===== config.mk =====
export PLATFORM = sky130hd
export DESIGN_NAME = clock_frequency_divider
export DESIGN_NICKNAME = d
export VERILOG_FILES = /design/src/rtl/clkdiv_pkg.sv /design/src/rtl/clkdiv_counter.sv /design/src/rtl/clock_frequency_divider.sv
export SDC_FILE = /design/constraint.sdc
export NUM_CORES = 1
export LEC_CHECK = 0
export BUFFER_PORTS_ARGS = -buffer_cell sky130_fd_sc_hd__buf_2
export CAP_MARGIN = 20
export CORE_MARGIN = 3
export CORE_UTILIZATION = 60
export CTS_BUF_LIST = sky130_fd_sc_hd__clkbuf_4
export CTS_CLUSTER_DIAMETER = 120
export DETAILED_ROUTE_END_ITERATION = 16
export PLACE_DENSITY_LB_ADDON = 0.3
export SYNTH_ARGS = -nofsm -noshare
export SYNTH_HDL_FRONTEND = slang
export SYNTH_SLANG_ARGS = --single-unit

===== constraint.sdc =====
create_clock -name InClock -period 2.7 [get_ports InClock]
set_clock_uncertainty 0.1 [all_clocks]
set_input_delay 0.27 -clock InClock [delete_from_list [all_inputs] [get_ports InClock]]
set_output_delay 0.27 -clock InClock [all_outputs]
set_load 0.02 [all_outputs]

===== src/rtl/clkdiv_pkg.sv =====
// Shared constants and sizing helpers for clock_frequency_divider and clkdiv_counter.
// Both helpers are constant functions, evaluated at elaboration time.
package clkdiv_pkg;

    localparam int unsigned CLKDIV_DEFAULT_INPUT_FREQUENCY = 50_000_000;

    // Returns 0 when out_freq is 0 so that the caller can report the
    // problem with $error instead of hitting a divide-by-zero.
    function automatic int unsigned clkdiv_half_period(input int unsigned in_freq,
                                                       input int unsigned out_freq);
        if (out_freq == 0) begin
            return 0;
        end
        return in_freq / (2 * out_freq);
    endfunction

    function automatic int unsigned clkdiv_counter_width(input int unsigned half_period);
        if (half_period <= 1) begin
            return 1;
        end
        return $clog2(half_period);
    endfunction

endpackage


===== src/rtl/clkdiv_counter.sv =====
// Terminal-count counter: counts 0..HALF_PERIOD-1 on InClock.
// wrap is high for the single cycle in which the counter holds HALF_PERIOD-1.
module clkdiv_counter
    import clkdiv_pkg::*;
#(
    parameter int unsigned HALF_PERIOD = 10
) (
    input  logic InClock,
    input  logic reset,
    output logic wrap
);

    localparam int unsigned CW = clkdiv_counter_width(HALF_PERIOD);
    localparam logic [CW-1:0] TERMINAL = CW'(HALF_PERIOD - 1);

    logic [CW-1:0] count_q;
    logic [CW-1:0] count_d;
    logic          at_terminal;

    always_comb begin
        at_terminal = (count_q == TERMINAL);
        count_d     = count_q + CW'(1);
        if (at_terminal) begin
            count_d = '0;
        end
    end

    always_ff @(posedge InClock or posedge reset) begin
        if (reset) begin
            count_q <= '0;
        end else begin
            count_q <= count_d;
        end
    end

    assign wrap = at_terminal;

endmodule


===== src/rtl/clock_frequency_divider.sv =====
// Divides InClock down to a registered, 50% duty OutClock of period 2*HALF_PERIOD.
// Define CLKDIV_TICK_EN to add the Tick output (one-cycle pulse after each OutClock rise).
module clock_frequency_divider
    import clkdiv_pkg::*;
#(
    parameter int unsigned INPUT_FREQUENCY  = CLKDIV_DEFAULT_INPUT_FREQUENCY,
    parameter int unsigned OUTPUT_FREQUENCY = 1
) (
    input  logic InClock,
    input  logic reset,
    output logic OutClock
`ifdef CLKDIV_TICK_EN
    ,
    output logic Tick
`endif
);

    localparam int unsigned HALF_PERIOD = clkdiv_half_period(INPUT_FREQUENCY, OUTPUT_FREQUENCY);

    if (OUTPUT_FREQUENCY == 0) begin : g_err_zero_out
        $error("clock_frequency_divider: OUTPUT_FREQUENCY must be non-zero");
    end else if (HALF_PERIOD == 0) begin : g_err_too_fast
        $error("clock_frequency_divider: OUTPUT_FREQUENCY exceeds INPUT_FREQUENCY/2");
    end

    logic wrap;
    logic out_q;
    logic out_d;

    clkdiv_counter #(
        .HALF_PERIOD (HALF_PERIOD)
    ) u_counter (
        .InClock (InClock),
        .reset   (reset),
        .wrap    (wrap)
    );

    always_comb begin
        out_d = out_q;
        if (wrap) begin
            out_d = ~out_q;
        end
    end

    always_ff @(posedge InClock or posedge reset) begin
        if (reset) begin
            out_q <= 1'b0;
        end else begin
            out_q <= out_d;
        end
    end

    assign OutClock = out_q;

`ifdef CLKDIV_TICK_EN
    logic tick_q;
    logic tick_d;

    // Registered alongside out_q so Tick covers exactly the first high cycle.
    always_comb begin
        tick_d = wrap & ~out_q;
    end

    always_ff @(posedge InClock or posedge reset) begin
        if (reset) begin
            tick_q <= 1'b0;
        end else begin
            tick_q <= tick_d;
        end
    end

    assign Tick = tick_q;
`endif

endmodule


==> impl_metrics.env <==
export IMPL_routed_wl_um=2460
export IMPL_post_place_ws_ns=0.556
export IMPL_mostFrequentLayoutCells="dfrtp_1 (26), nand3_1 (12), nand2_1 (10), a21oi_1 (9)"
export IMPL_overflow=0
export IMPL_synth_nets=135
export IMPL_chipWidth_um=53.1
export IMPL_synthCells=132
export IMPL_fin_nets=138
export IMPL_hold_path_class="primary input to asynchronous set/reset pin"
export IMPL_maxSlewHeadroom_pct=36.2
export IMPL_cts_buffers=3
export IMPL_ant_nets=0
export IMPL_hpwl_um=1770
export IMPL_max_freq_mhz=467
export IMPL_remaining_drc_errors=0
export IMPL_finalSetupViolCount=0
export IMPL_first_pass_iters=4
export IMPL_power_total_mw=0.561
export IMPL_postSynthAreaPerCell_um2=10.1
export IMPL_fin_hold_ws_ns=0.0464
export IMPL_antenna_cells=0
export IMPL_initial_core_util_pct=65.8
export IMPL_cts_setup_buffers=0
export IMPL_drv_slew=0
export IMPL_arrival_ns=2.23
export IMPL_cp_end_kind="register"
export IMPL_drive_gt1_share_pct=8.21
export IMPL_grt_max_degree=27
export IMPL_h_tree_depth=1
export IMPL_root_buffer="clkbuf_4"
export IMPL_ios=3
export IMPL_clkSlewWorstSetupHoldPaths_ns=0.13
export IMPL_placedCellCount=157
export IMPL_rsz0062_at_grt="no"
export IMPL_cts_resized_gates=0
export IMPL_status="finished, final reports clean"
export IMPL_antenna_found_initial=0
export IMPL_fin_ws_ns=0.559
export IMPL_max_cap_violations=0
export IMPL_synth_warnings=0
export IMPL_p_leak_nw=0.612
export IMPL_clockBufferDepth=2
export IMPL_power_density_nw_per_um2=408
export IMPL_period_needed_ns=2.14
export IMPL_via_count=1012
export IMPL_die_h_um=53.1
export IMPL_core_area_um2=2020
export IMPL_first_global_vias=1007
export IMPL_dieArea_um2=2820
export IMPL_path_max_fanout=14
export IMPL_cts_num_sinks=26
export IMPL_first_iter_violations=31
export IMPL_postCtsHoldBufs=0
export IMPL_async_reset_ff_share_pct=100
export IMPL_hold_viol=0
export IMPL_required_ns=2.78
export IMPL_cts_tree="built"
export IMPL_worst_pin_slew_ns=0.957
export IMPL_grt_util_all_layers_pct=21.3
export IMPL_grt_pass1_wl_um=4470
export IMPL_final_common_cell="dfrtp_1"
export IMPL_synth_flop_cell="dfrtp_1"
export IMPL_fin_cells=161
export IMPL_fin_setup_tns_ns=0
export IMPL_vdd_ir_drop_max_mv=0.288
export IMPL_synth_seq_cells=26
export IMPL_yosysSeqAreaShare_pct=48.9
export IMPL_vias_per_cell=6.29
export IMPL_synth_enable_flop_cells=0
export IMPL_rows=16
export IMPL_synthesis_area_um2=1330
export IMPL_wl_per_cell_um=15.3
export IMPL_clock_latency_ns=0.32
export IMPL_synth_cell_type_count=32
export IMPL_finalCritPeriodShare_pct=79.3
export IMPL_io_buffers=2
export IMPL_start_kind="register"
export IMPL_crit_type="register to register"
export IMPL_syn2layout_area_growth_pct=3.38
export IMPL_place_congestion=0.948
-- Yosys cell counts, drive strengths merged (4+ instances only) --
library cell / instances / area share (%)
nand3: 12 / 4.5
nand4: 6 / 3.9
a21oi: 9 / 3.4
nor2: 7 / 2.0
o21ai: 7 / 2.6
nand2: 10 / 2.8
and4: 5 / 3.5
inv: 5 / 1.4
dfrtp: 26 / 49
buf: 4 / 1.9
xnor2: 6 / 3.9
xor2: 6 / 3.9
or4: 4 / 2.3
or3: 6 / 3.1
-- final timing paths --
kind / start / cells past startpoint / to / slack [ns]
max: u_counter.count_q[0]$_DFF_PP0_ / 5 / OutClock$_DFFE_PP0N_ / 0.56
min: reset / 2 / u_counter.count_q[13]$_DFF_PP0_ / 0.05
max reg2reg: u_counter.count_q[0]$_DFF_PP0_ / 5 / OutClock$_DFFE_PP0N_ / 0.56
min reg2reg: OutClock$_DFFE_PP0N_ / 1 / OutClock$_DFFE_PP0N_ / 0.38
max in group asynchronous: reset / 2 / u_counter.count_q[20]$_DFF_PP0_ / 1.87
min in group InClock: OutClock$_DFFE_PP0N_ / 1 / OutClock$_DFFE_PP0N_ / 0.38
-- layer usage --
metal	GRT usage [%]	routed length (µm)	vias to the layer above	part of all wire, %
li1	-	-	489	-
met1	30.2	1140	493	46
met2	35.3	1160	27	47
met3	3.38	140	3	5.7
met4	2.98	18	0	0.73
met5	0	0	-	0
-- sequential cells by signal (all words and copies together), names as in the netlist --
name / flops
u_counter.count_q: 25
OutClock: 1
-- cells by family (layout without fill, tap and decap cells) --
| kind of cell | Yosys count | after routing | share of synthesized area [%] |
|---|---|---|---|
| flops | 26 | 26 | 48.9 |
| compound gates | 21 | 21 | 9.02 |
| xor+xnor | 12 | 12 | 7.89 |
| simple gates | 62 | 62 | 29.2 |
| mux | 1 | 1 | 0.752 |
| buf+inv | 9 | 11 | 3.29 |
| fa+ha+maj | 1 | 1 | 0.940 |
-- layout make-up --
cell class	instances	area (µm²)
Timing Repair Buffer	2	10.0
Fill cell	157	646
Tap cell	27	33.8
Sequential cell	26	651
Clock buffer	3	22.5
Inverter	5	18.8
Multi-Input combinational cell	97	637
Clock inverter	1	3.75
-- through the flow --
stage	cell area, µm²	util [%]
6_report	1380	68.1
5_1_grt	1380	68.1
4_1_cts	1380	68.1
3_5_place_dp	1350	66.8
3_3_place_gp	1350	66.8
2_1_floorplan	1330	-
-- power breakdown --
part / switching, mW / internal [mW] / total (mW) / leakage (nW)
clock network: 0.110 / 0.0542 / 0.164 / 0.0154
registers: 0 / 0.389 / 0.389 / 0.349
logic: 0.00727 / 0.000580 / 0.00785 / 0.248
-- worst max-delay path, cell delays in order, from the launching register on --
cell and delay, ns:
dfrtp_1 0.41, ha_1 0.21, and3_1 0.24, nand2_1 0.22, nor4_4 0.70, xor2_1 0.13
No activity file was read; power rests on OpenSTA's default activity.
